===== config.mk =====
export PLATFORM = sky130hd
export DESIGN_NAME = lvds_rx_mon
export DESIGN_NICKNAME = d
export VERILOG_FILES = /design/src/rtl/lvds_rx_pkg.sv /design/src/rtl/TLVDS_IBUF.sv /design/src/rtl/lvds_rx_filt.sv /design/src/rtl/lvds_rx_mon.sv
export SDC_FILE = /design/constraint.sdc
export NUM_CORES = 1
export LEC_CHECK = 0
export CORE_UTILIZATION = 30
export CTS_BUF_LIST = sky130_fd_sc_hd__clkbuf_4
export CTS_CLUSTER_DIAMETER = 80
export DETAILED_ROUTE_END_ITERATION = 8
export DONT_BUFFER_PORTS = 1
export PLACE_DENSITY = 0.52
export SLEW_MARGIN = 10
export SYNTH_ARGS = -nofsm -noshare
export SYNTH_HDL_FRONTEND = slang
export SYNTH_SLANG_ARGS = --single-unit

===== constraint.sdc =====
create_clock -name clk -period 2.3 [get_ports clk]
set_input_delay 0.575 -clock clk [delete_from_list [all_inputs] [get_ports clk]]
set_output_delay 0.575 -clock clk [all_outputs]
set_load 0.005 [all_outputs]

===== src/rtl/lvds_rx_pkg.sv =====
// rtl/lvds_rx_pkg.sv - shared state enum and parameter defaults for the LVDS receive monitor
package lvds_rx_pkg;

  localparam int SYNC_STAGES_DEF = 2;
  localparam int FILT_LEN_DEF    = 4;
  localparam int TIMEOUT_DEF     = 2**24;
  localparam int PER_W_DEF       = 26;

  typedef enum logic [1:0] {
    IDLE   = 2'd0,
    ACTIVE = 2'd1,
    LOST   = 2'd2
  } rx_state_t;

endpackage


===== src/rtl/TLVDS_IBUF.sv =====
// rtl/TLVDS_IBUF.sv - behavioural stand-in for the vendor differential input buffer
module TLVDS_IBUF (
  input  logic I,
  input  logic IB,
  output logic O
);

  // A 1-bit differential comparator: high only when the true leg is above the complement leg
  assign O = I & ~IB;

endmodule


===== src/rtl/lvds_rx_filt.sv =====
// rtl/lvds_rx_filt.sv - run-length glitch filter producing the accepted level and edge pulse
module lvds_rx_filt
  import lvds_rx_pkg::*;
#(
  parameter int FILT_LEN = FILT_LEN_DEF
) (
  input  logic clk,
  input  logic rst_n,
  input  logic din,
  output logic level,
  output logic edge_pulse,
  output logic accept
);

  localparam logic [3:0] CNT_LAST = 4'(FILT_LEN - 1);

  logic [3:0] cnt;

  // The level flips on the cycle the disagreement run would reach FILT_LEN
  assign accept = (din != level) && (cnt == CNT_LAST);

  // Disagreement counter, accepted level and one-cycle edge pulse
  always_ff @(posedge clk or negedge rst_n) begin
    if (!rst_n) begin
      cnt        <= 4'd0;
      level      <= 1'b0;
      edge_pulse <= 1'b0;
    end else begin
      edge_pulse <= accept;
      if (accept) begin
        level <= ~level;
        cnt   <= 4'd0;
      end else if (din != level) begin
        cnt <= cnt + 4'd1;
      end else begin
        cnt <= 4'd0;
      end
    end
  end

endmodule


===== src/rtl/lvds_rx_mon.sv =====
// rtl/lvds_rx_mon.sv - LVDS receive monitor: sync, filter, activity FSM, optional period (LVDS_RX_PERIOD_EN)
module lvds_rx_mon
  import lvds_rx_pkg::*;
#(
  parameter int SYNC_STAGES = SYNC_STAGES_DEF,
  parameter int FILT_LEN    = FILT_LEN_DEF,
  parameter int TIMEOUT     = TIMEOUT_DEF,
  parameter int PER_W       = PER_W_DEF
) (
  input  logic             clk,
  input  logic             rst_n,
  input  logic             tlvds_p,
  input  logic             tlvds_n,
  output logic             rx_level_o,
  output logic             edge_o,
  output logic             active_o,
  output logic             lost_o
`ifdef LVDS_RX_PERIOD_EN
  ,
  output logic [PER_W-1:0] period_o,
  output logic             period_vld_o
`endif
);

  localparam int               SIL_W   = $clog2(TIMEOUT + 1);
  localparam logic [SIL_W-1:0] SIL_MAX = SIL_W'(TIMEOUT);

  logic                   pad_se;
  logic [1:0]             rst_pipe;
  logic                   rst_int;
  logic [SYNC_STAGES-1:0] sync_q;
  logic                   accept;
  logic [SIL_W-1:0]       sil;
  logic [SIL_W-1:0]       sil_next;
  logic                   timeout_hit;
  rx_state_t              state;
  rx_state_t              state_next;

  TLVDS_IBUF u_ibuf (
    .I  (tlvds_p),
    .IB (tlvds_n),
    .O  (pad_se)
  );

  // Reset asserts immediately but releases only on a clk edge, two flops deep
  always_ff @(posedge clk or negedge rst_n) begin
    if (!rst_n) rst_pipe <= 2'b00;
    else        rst_pipe <= {rst_pipe[0], 1'b1};
  end
  assign rst_int = rst_pipe[1];

  // Metastability chain from the single-ended buffer output
  always_ff @(posedge clk or negedge rst_int) begin
    if (!rst_int) sync_q <= '0;
    else          sync_q <= {sync_q[SYNC_STAGES-2:0], pad_se};
  end

  lvds_rx_filt #(
    .FILT_LEN (FILT_LEN)
  ) u_filt (
    .clk        (clk),
    .rst_n      (rst_int),
    .din        (sync_q[SYNC_STAGES-1]),
    .level      (rx_level_o),
    .edge_pulse (edge_o),
    .accept     (accept)
  );

  // Silence count is zero while edge_o is high, so an edge always pre-empts the timeout
  always_comb begin
    sil_next = sil;
    if (accept)              sil_next = '0;
    else if (sil != SIL_MAX) sil_next = sil + 1'b1;
  end
  assign timeout_hit = (sil_next == SIL_MAX);

  // Silence counter register
  always_ff @(posedge clk or negedge rst_int) begin
    if (!rst_int) sil <= '0;
    else          sil <= sil_next;
  end

  // Activity state register
  always_ff @(posedge clk or negedge rst_int) begin
    if (!rst_int) state <= IDLE;
    else          state <= state_next;
  end

  // Activity next-state: edges activate, silence only demotes ACTIVE
  always_comb begin
    state_next = state;
    case (state)
      IDLE:    if (edge_o) state_next = ACTIVE;
      ACTIVE:  if (!edge_o && timeout_hit) state_next = LOST;
      LOST:    if (edge_o) state_next = ACTIVE;
      default: state_next = IDLE;
    endcase
  end

  // Status outputs decode the registered state
  always_comb begin
    active_o = (state == ACTIVE);
    lost_o   = (state == LOST);
  end

`ifdef LVDS_RX_PERIOD_EN
  logic [PER_W-1:0] per_cnt;
  logic             armed;
  logic             rise;

  assign rise = edge_o & rx_level_o;

  // Rising-to-rising period; a rise with no armed reference only restarts the count
  always_ff @(posedge clk or negedge rst_int) begin
    if (!rst_int) begin
      per_cnt      <= '0;
      armed        <= 1'b0;
      period_o     <= '0;
      period_vld_o <= 1'b0;
    end else begin
      period_vld_o <= 1'b0;
      if (rise) begin
        per_cnt <= PER_W'(1);
        if (armed && state != LOST) begin
          period_o     <= per_cnt;
          period_vld_o <= 1'b1;
        end
        armed <= 1'b1;
      end else begin
        if (per_cnt != '1) per_cnt <= per_cnt + 1'b1;
        if (state == LOST) armed <= 1'b0;
      end
    end
  end
`endif

endmodule


==> After elaboration in Yosys (flattened, before gate mapping) <==
Cells that the tools add are included.
W data, S select, Z words.
{ "op_classes": {"add_sub_neg": 2, "eq_ne": 8, "n_mux": 7, "n_bitwise": 3, "n_reduce_logical": 6} }
{ "op_table": {"columns": ["cell", "n"], "rows": [
  ["$mux W25", 2],
  ["$add A25 B1 Y25 const B", 1],
  ["$eq A25 B25 Y1 const B", 1],
  ["$ne A25 B25 Y1 const B", 1],
  ["$mux W4", 2],
  ["$add A4 B1 Y4 const B", 1],
  ["$eq A4 B2 Y1 const B", 1],
  ["$mux W2", 2],
  ["$ne A2 B1 Y1 const B", 2],
  ["$pmux W2 S2", 1],
  ["$eq A2 B1 Y1 const B", 1],
  ["$eq A2 B2 Y1 const B", 1],
  ["$logic_and A1 B1 Y1", 2],
  ["$logic_not A2 Y1", 1],
  ["$not A1 Y1", 2],
  ["$reduce_and A2 Y1", 1],
  ["$reduce_or A2 Y1", 1],
  ["$and A1 B1 Y1", 1],
  ["$logic_not A1 Y1", 1],
  ["$ne A1 B1 Y1", 1]
]} }
{ "totals": {"reg_bits": 37, "out_inout_bits": 4, "elab_cells": 33} }

==> Depth between registers and ports, before layout <==
Gate-level depths: netlist (run 1).
{ "depth": {"word_depth": 7, "depth_mapped": 10, "ltp_nobuf": 10} }

==> Hierarchy <==
A second synthesis (run 1) with hierarchy kept.
{ "unflattened": {"cells_unflattened": 220, "hier_area_um2": 2104.5} }
{ "modules_own_cells": {"columns": ["mod", "instances", "cells_per_inst", "area_each_um2", "seq_area_each_um2"], "rows": [
  ["lvds_rx_mon", 1, 199, 1820.5, 775.7],
  ["lvds_rx_filt", 1, 20, 270.3, 150.1],
  ["TLVDS_IBUF", 1, 1, 13.8, 0.0]
]} }

==> Least setup slack after synthesis (run 1) <==
No wires, ideal clock.
{ "synth_path": {"path_kind": "reg2reg", "from": "register sil[0]", "to": "register state[0]", "arrival_ns": 2.250, "required_time_ns": 2.179, "slack_ns": -0.071, "stages_incl_launch_ff": 11, "synth_period_minus_slack_ns": 2.371, "cell_sequence": "dfrtp_1 -> inv_1 -> ha_1 -> nor4b_1 -> nand4_1 -> nor3_2 -> mux2i_1 -> nand4b_1 -> nor4_4 -> o2111ai_2 -> a22o_1"} }
{ "synth_between": {"elab_chain_cells": 7, "elab_cells_between_ends": 8, "cone_classes": "1 x add/sub; 3 x eq/ne; 2 x mux; 2 x reduce/logical"} }
{ "synth_rtl": {"columns": ["element", "line_no", "rtl"], "rows": [
  ["from (decl)", "lvds_rx_mon.sv:33", "logic [SIL_W-1:0] sil;"],
  ["from (signal assigned)", "lvds_rx_mon.sv:80", "else sil <= sil_next;"],
  ["$add A25 B1 Y25 or $ne A25 B25 Y1 (tied branches)", "lvds_rx_mon.sv:73", "else if (sil != SIL_MAX) sil_next = sil + 1'b1;"],
  ["$mux W25 *", "lvds_rx_mon.sv:73", null],
  ["$mux W25 *", "lvds_rx_mon.sv:72", "if (accept) sil_next = '0;"],
  ["$eq A25 B25 Y1 *", "lvds_rx_mon.sv:75", "assign timeout_hit = (sil_next == SIL_MAX);"],
  ["$logic_and A1 B1 Y1 *", "lvds_rx_mon.sv:94", "ACTIVE: if (!edge_o && timeout_hit) state_next = LOST;"],
  ["$ne A2 B1 Y1 (no line) *", null, null],
  ["$reduce_and A2 Y1 (no line) *", null, null],
  ["to (signal assigned)", "lvds_rx_mon.sv:86", "else state <= state_next;"],
  ["to (decl)", "lvds_rx_mon.sv:36", "rx_state_t state;"]
]} }
Mark *: on every way between the ends. The rest lies on a longest branch, timed or not.
A chain may end at the register's enable or synchronous reset.

==> Final worst setup path (run 1) <==
Ends and elaborated chain as after synthesis.

==> results of run 1 <==
## final cells by class
cell class              instances  area (um2)
inverters                       6       22.52
clock buffers                   5       37.54
fillers                       624        3859
well taps                      77       96.34
clock inverters                 3       65.06
flip-flops and latches         37       930.9
multi-input cells             148        1131
repair buffers                 36       280.3
## cells in the mapped netlist (2+ instances only)
master / count
nor3_1: 5
nand4_1: 3
inv_1: 6
buf_1: 2
nor3_2: 2
clkbuf_1: 2
a21oi_1: 4
o21ai_0: 2
nand2b_1: 2
xnor2_1: 9
nor4_1: 4
nand4_4: 2
dfrtp_1: 37
nand2_1: 15
buf_2: 3
ha_1: 3
nor3b_1: 2
and4_1: 2
o211ai_1: 2
nor3_4: 2
mux2i_1: 2
nor4_4: 2
mux2_2: 2
or3_1: 4
nor4b_1: 2
xor2_1: 16
nor2_1: 30
nand3_1: 13
nor2b_1: 5
o31ai_1: 2
## per-stage QoR
step | TNS, ns | hold WS [ns] | utilization | setup WS, ns
floorplan | 0 | 0.2794 | - | 0.01392
global placement | -0.02673 | 0.2794 | 0.3571 | -0.02673
detailed placement | -0.04274 | 0.2795 | 0.3571 | -0.04274
CTS | 0 | 0.2591 | 0.3785 | 0.007974
global route | -0.1645 | 0.2429 | 0.3992 | -0.08897
finish | 0 | 0.2705 | 0.3992 | 0.05581
## power breakdown
| part | leakage [uW] | switching (uW) | total [uW] | internal, uW |
|---|---|---|---|---|
| clock | 0.0000552 | 229 | 566 | 336 |
| combinational | 0.000608 | 269 | 568 | 298 |
| sequential | 0.000492 | 141 | 887 | 746 |
## flip-flops by register name (all words and copies together) (netlist names)
name               cells
state                  2
sync_q                 2
sil                   25
rst_pipe               2
u_filt.edge_pulse      1
u_filt.level           1
u_filt.cnt             4
## layer usage
layer,up-vias,share of wire,GRT usage
met5,-,0,0
met3,11,0.025,0.02473
met4,0,0.029,0.07680
li1,755,-,-
met1,715,0.46,0.1751
met2,18,0.49,0.2086
## cell usage in the layout, fill, tap and decap left out, types with 3 or more instances in the layout
cell type	Yosys	final
a21oi_1	4	4
buf_4	0	33
clkbuf_4	0	5
dfrtp_1	37	33
dfrtp_2	0	4
inv_1	6	5
nand2_1	15	15
nand3_1	13	12
nand4_1	3	3
nand4_4	2	3
nor2_1	30	30
nor2b_1	5	4
nor3_1	5	5
nor3_4	2	3
or3_1	4	4
xnor2_1	9	9
xor2_1	16	16
## timing repair
action                                  CTS  global route
buffers inserted                          0             7
pin swaps                                 0            13
endpoints found under the setup margin    2             2
endpoints found under the hold margin     2             0
hold buffers                              1             0
resized for setup                         5            17
## critical path, delay by kind of cell, from the launching register on
family / cells / cell delay [ns]
mux: 1 / 0.21
compound gates: 2 / 0.38
simple gates: 5 / 0.91
buf+inv: 1 / 0.10
flops: 1 / 0.43
fa+ha+maj: 1 / 0.12
## logic make-up after synthesis
family	synth area share
flops	0.4611
other cells	0.001867
compound gates	0.05233
buf+inv	0.02617
fa+ha+maj	0.01869
xor+xnor	0.1090
simple gates	0.3097
mux	0.02118
## path summary, 6_finish.rpt
check,from,to,cells after the start
worst max-delay path,sil[0],state[0],10
worst min-delay path,rst_pipe[1],u_filt.level,1
worst max register to register,sil[0],state[0],10
worst min register to register,rst_pipe[1],u_filt.level,1
max in group asynchronous,rst_pipe[1],sil[2],1
min in group clk,tlvds_n,sync_q[0],1
==> flow_summary.yaml, run 1 <==
worst_setup_path:
  cp-end-kind: "flop"
  crit_chain: "inv_2 > ha_4 > nor4b_4 > nand4_1 > nor3_4 > mux2i_1 > nand4b_1 > nor4_4 > o2111ai_2 > a22o_1"
  path_max_fanout: 3
  slowest_stage: "dfrtp_1"
  cp.arrival_ns: 2.49
  r2r_slack_ns: 0.06
  critPathKind: "reg -> reg"
  critPathMaxStageDelay_ns: 0.43
  critPathLaunchType: "flop"
  worstPathRequired_ns: 2.55
synthesis:
  yosys_most_used_dff: "dfrtp_1"
  syn_inst: 198
  synth_top_area_cell: "dfrtp_1"
  synth_area_um2: 2008
  yosysSeqAreaShare: 0.4611
  synth.area.top_cells: "dfrtp_1 46%, xor2_1 7.0%, nor2_1 5.6%"
  synthArstFlopShare: 1.000
  synth_edf_count: 0
  yosysWarningCount: 0
  synth_top_area_share: 0.4611
  synth_area_per_cell_um2: 10.14
  ys_ff_latch: 37
  synth.distinct_cells: 41
  synth_nets: 205
min_path:
  hp-class: "reg -> async"
sta:
  clock_skew_ns: 0.01520
  fmax_ghz: 0.4456
  rsz0062_at_grt: "true"
  hold_viol_final: 0
  fin_crit_sh: 0.9757
  setup_viol: 0
  slew_viol_final: 0
  period_minus_slack_ns: 2.244
routing:
  drcViolationCount: 0
  drt_iter0_drc: 37
  wire_per_inst_um: 13.70
  drt_wl_total_mm: 4.275
  dr_total_vias: 1499
  drt_first_pass_iters: 4
  ant_nets: 0
  viasPerCell: 4.804
layout:
  nets: 241
  instances_no_fill: 312
  drive_above_1_share: 0.3106
  synthToLayoutAreaGrowth_pct: 27.66
  antennaDiodeCount: 0
  finalInstanceArea_um2: 2564
status:
  run_status: "complete, no violations"
clock_tree:
  ctsHtreeMaxLevel: 2
  clkTransAtPathRegs_ns: 0.13
  clock-sinks: 37
  insertion_delay_ns: 0.36
  root_buffer: "clkbuf_4"
  cts_buffers: 5
  clock_path_buffers: 2
  cts_tree: "done"
floorplanning:
  die_width_um: 83.82
  num_rows: 29
  dieArea_um2: 7025
  initial_utilization: 0.3127
  die_y_um: 83.82
  io_pins: 8
  core_um2: 6422
placed_design:
  place_area_um2: 2293
  portBuffers: 0
  place_hpwl_mm: 3.016
  dp_cells: 296
  gp_congestion: 0.8364
power:
  power_density_nw_per_um2: 788.1
  p_leak_uw: 0.001155
  power_uw: 2020
  peakVddDrop_v: 0.0002606
grt:
  antenna_found_initial: 0
  grt_pass1_wl_mm: 7.376
  grt_max_degree: 36
  overflow: 0
  first_global_vias: 1524
  grt_usage: 0.1343
job:
  drv_cap: 0
Note: power is estimated with default switching activity, not from simulation.
==> run 2, diff against run 1 <==
Settings changed: PLACE_DENSITY 0.52 to 0.53.
Clock period 2.3 ns to 2 ns, I/O delays scaled along.
==> flow_summary.yaml, run 2 (same netlist as run 1, synthesis figures left out) <==
floorplanning:
  dieArea_um2: 7025
  die_width_um: 83.82
  initial_utilization: 0.3127
  io_pins: 8
  die_y_um: 83.82
  num_rows: 29
  core_um2: 6422
layout:
  fill_cells: 643
  largest_reg_flops: 25
  regArea_um2: 927.1
  final_cell_mix: "63 x buf_4, 36 x dfrtp_1, 30 x nor2_1"
  antennaDiodeCount: 0
  final_util: 0.4181
  synthToLayoutAreaGrowth_pct: 33.71
  drive_above_1_share: 0.3574
  reg_top3: "sil: 25 flops, u_filt.cnt: 4 flops"
  mostFrequentLayoutCell: "buf_4"
  nets: 270
  multiInputGateArea_um2: 1087
  top_register: "sil"
routing:
  drcViolationCount: 0
  wire_per_inst_um: 12.82
  drt_iter0_drc: 101
  viasPerCell: 4.632
  ant_nets: 0
  drt_wl_total_mm: 4.359
  dr_total_vias: 1575
  drt_first_pass_iters: 4
worst_setup_path:
  cp-end-kind: "flop"
  worstPathRequired_ns: 2.26
  critPathLaunchType: "flop"
  r2r_slack_ns: -0.38
  cp.arrival_ns: 2.64
  path_max_fanout: 2
  critPathKind: "reg -> reg"
sta:
  fin_crit_sh: 1.191
  fmax_ghz: 0.4197
  setup_viol: 2
  rsz0062_at_grt: "true"
  hold_viol_final: 0
  period_minus_slack_ns: 2.382
  clock_skew_ns: 0.009343
  fin_setup_tns_ns: -0.7431
  setup_ws_ns: -0.3824
  slew_viol_final: 0
min_path:
  hp-class: "reg -> async"
grt:
  grt_usage: 0.1398
  antenna_found_initial: 0
  overflow: 0
  grt_max_degree: 30
  first_global_vias: 1594
  grt_pass1_wl_mm: 7.624
power:
  power_uw: 2038
  p_leak_uw: 0.001282
  power_density_nw_per_um2: 759.0
  peakVddDrop_v: 0.0002526
job:
  drv_cap: 0
clock_tree:
  clkTransAtPathRegs_ns: 0.11
  root_buffer: "clkbuf_4"
  ctsHtreeMaxLevel: 2
  insertion_delay_ns: 0.34
  cts_tree: "done"
  cts_buffers: 5
  clock-sinks: 37
  clock_path_buffers: 2
placed_design:
  portBuffers: 0
  post-place-ws_ns: -0.3536
  gp_congestion: 0.8044
  place_hpwl_mm: 3.291
status:
  violations: "negative setup slack"
  run_status: "complete, but fails checks"
==> run 2: cell types whose count changed in the layout (fill, tap and decap cells not counted), moves of 2 or more <==
cell,delta
dfrtp_2,-3
dfrtp_1,+3
buf_4,+30
buf_6,-2
bufinv_16,-2
==> run 2: critical path: stages, from the launching register on <==
cell and delay (ns):
dfrtp_1 0.41, nor4_2 0.34, buf_4 0.17, nand4_1 0.17, nor3_4 0.19, mux2i_1 0.22, nand4b_1 0.20, nor4_4 0.20
o2111ai_2 0.17, o31ai_2 0.24
==> run 2: what timing repair did <==
action                                  4_1_cts  5_1_grt
buffers inserted                              2        0
hold endpoints to repair                      2        0
pin swaps                                     1        0
endpoints found under the setup margin        2        2
gates resized for setup                       5        1
hold buffers                                  1        0
==> run 2: layout make-up <==
type | count | area share
multi-input combinational | 148 | 0.4049
sequential | 37 | 0.3453
timing repair buffer | 65 | 0.1873
clock buffer | 6 | 0.01678
tap | 77 | 0.03588
clock inverter | 1 | 0.001398
inverter | 6 | 0.008388
==> run 2: per-stage QoR <==
stage          std cells  hold slack, ns  cell area, um2
3_3_place_gp         330          0.1182            2579
3_5_place_dp         330          0.1200            2579
6_report             340          0.1147            2685
4_1_cts              340          0.1313            2681
2_1_floorplan        198          0.2044            2033
5_1_grt              340          0.1566            2685
==> run 2: report_power, final <==
| group | switching [uW] | internal, uW | total [uW] |
|---|---|---|---|
| sequential | 148 | 854 | 1000 |
| clock | 239 | 141 | 380 |
| combinational | 290 | 366 | 656 |
| total | 677 | 1360 | 2040 |
==> run 2: worst paths after layout <==
| path | from | to | cells past startpoint |
|---|---|---|---|
| min reg2reg | rst_pipe[1] | sync_q[0] | 0 |
| max reg2reg | sil[10] | state[1] | 9 |
| min | rst_pipe[1] | sync_q[0] | 0 |
| max | sil[10] | state[1] | 9 |
| max in group asynchronous | rst_pipe[1] | sil[2] | 1 |
| min in group clk | tlvds_n | sync_q[0] | 1 |
==> run 2: layer usage <==
layer	global-route usage	up-vias	wire length, um
li1	-	812	-
met1	0.1847	737	2131
met2	0.2213	20	2024
met3	0.03066	6	123
met4	0.05799	0	80
met5	0	-	0
==> run 3, diff against run 2 <==
Settings changed: CORE_UTILIZATION 30 to 41, PLACE_DENSITY 0.53 to 0.65, TNS_END_PERCENT set to 1.
==> flow_summary.yaml, run 3 (same netlist as run 1, synthesis figures left out) <==
sta:
  whs_ns: 0.2144
  rsz0062_at_grt: "true"
  setup_ws_ns: -0.2268
  hold_viol_final: 0
  fin_crit_sh: 1.113
  slew_viol_final: 0
  fmax_ghz: 0.4491
  clock_skew_ns: 0.01345
  fin_setup_tns_ns: -0.4239
  setup_viol: 2
  period_minus_slack_ns: 2.227
routing:
  drt_wl_total_mm: 4.370
  drt_first_pass_iters: 4
  drt_iter0_drc: 99
  dr_total_vias: 1649
  drcViolationCount: 0
  wire_per_inst_um: 13.04
  ant_nets: 0
  viasPerCell: 4.922
floorplanning:
  io_pins: 8
  core_um2: 4723
  initial_utilization: 0.4252
  num_rows: 25
  die_y_um: 71.99
  dieArea_um2: 5182
  die_width_um: 71.99
clock_tree:
  cts_buffers: 5
  clock_path_buffers: 2
  insertion_delay_ns: 0.34
  clock-sinks: 37
  ctsHtreeMaxLevel: 2
  clkTransAtPathRegs_ns: 0.12
  root_buffer: "clkbuf_4"
  cts_tree: "done"
layout:
  largest_reg_flops: 25
  nets: 275
  fill_cells: 419
  final_cell_mix: "69 x buf_4, 37 x dfrtp_1, 30 x nor2_1"
  mostFrequentLayoutCell: "buf_4"
  reg_top3: "sil: 25 flops, u_filt.cnt: 4 flops"
  top_register: "sil"
  antennaDiodeCount: 0
  synthToLayoutAreaGrowth_pct: 34.21
  drive_above_1_share: 0.3582
power:
  intPower_uw: 1398
  power_density_nw_per_um2: 781.2
  combPwrFrac: 0.351
  clock_power_share: 0.182
  peakVddDrop_v: 0.0003115
  power_frac_seq: 0.467
  switching_share: 0.3361
  p_switching_uw: 707.7
  p_leak_uw: 0.001300
job:
  drv_cap: 0
worst_setup_path:
  critPathMaxStageDelay_ns: 0.53
  cp-end-kind: "flop"
  worstPathRequired_ns: 2.25
  critPathKind: "reg -> reg"
  cp.arrival_ns: 2.48
  critPathLaunchType: "flop"
  crit_path_frequent_cell: "buf_4"
  path_max_fanout: 5
  crit_chain: "nand4_4 > nor3_4 > buf_4 > buf_4 > nand3_2 > o31ai_1 > o2111ai_2 > a22o_1"
  slowest_stage: "dfrtp_1"
status:
  violations: "negative setup slack"
  run_status: "complete, but fails checks"
grt:
  grt_max_degree: 36
  grt_pass1_wl_mm: 7.693
  antenna_found_initial: 0
  first_global_vias: 1683
  grt_usage: 0.1930
  overflow: 0
placed_design:
  gp_congestion: 0.8317
  portBuffers: 0
  place_hpwl_mm: 3.246
min_path:
  hp-class: "in -> reg"
-- run 3: changes by cell type in the layout (fill, tap and decap cells not counted), sizes merged --
cell	change
buf	+5
-- run 3: layout make-up --
| type | count | area, um2 | share of cell area |
|---|---|---|---|
| clock buffer | 6 | 45.04 | 0.01671 |
| clock inverter | 1 | 3.754 | 0.001393 |
| inverter | 6 | 22.52 | 0.008357 |
| multi-input combinational | 148 | 1086 | 0.4030 |
| sequential | 37 | 925.9 | 0.3435 |
| tap | 67 | 83.83 | 0.03110 |
| timing repair buffer | 70 | 528.0 | 0.1959 |
-- run 3: through the flow --
| step | util | setup slack (ns) | std cells | total power [uW] | area [um2] |
|---|---|---|---|---|---|
| detailed placement | 0.5423 | -0.2638 | 321 | 1640 | 2561 |
| floorplan | - | -0.09629 | 198 | 1338 | 2033 |
| global placement | 0.5423 | -0.2103 | 321 | 1619 | 2561 |
| finish | 0.5706 | -0.2268 | 335 | 2105 | 2695 |
| CTS | 0.5674 | -0.2197 | 333 | 2126 | 2680 |
| global route | 0.5706 | -0.4131 | 335 | 2253 | 2695 |
-- run 3: worst paths after layout --
check,start,to,slack (ns),depth (start not counted)
worst max-delay path,sil[7],state[0],-0.23,8
worst min-delay path,tlvds_n,sync_q[0],0.21,1
worst max register to register,sil[7],state[0],-0.23,8
worst min register to register,rst_pipe[1],sil[16],0.28,1
max in group asynchronous,rst_pipe[1],sil[24],1.40,1
min in group asynchronous,rst_pipe[1],sil[16],0.28,1
-- run 3: worst max-delay path, delay by kind of cell, from the launching register on --
family | cells | cell delay (ns)
and+or+nand+nor | 3 | 0.64
AOI/OAI and AO/OA | 3 | 0.69
buffers and inverters | 2 | 0.27
DFF | 1 | 0.53
-- run 3: what timing repair did --
action                                  4_1_cts  5_1_grt
resized for setup                             4        0
setup buffers                                 4        2
pin swaps                                     5        1
gates cloned                                  0        0
hold buffers                                  1        0
hold endpoints to repair                      2        0
endpoints found under the setup margin        2        2
-- run 3: metal layers --
layer,up-vias,GRT usage,wire length [um]
met2,10,0.3260,2187
met3,6,0.03750,75
met1,806,0.2509,2056
met4,0,0.06100,51
met5,-,0,0
li1,827,-,-
-- run 3: power by group through the flow --
| stage | Sequential, uW | Combinational (uW) | Clock, uW |
|---|---|---|---|
| final | 983 | 739 | 383 |
| after global routing | 1000 | 825 | 423 |
| after CTS | 983 | 743 | 400 |
| after detailed placement | 993 | 647 | 0 |
| after global placement | 990 | 629 | 0 |
| after floorplan | 970 | 368 | 0 |
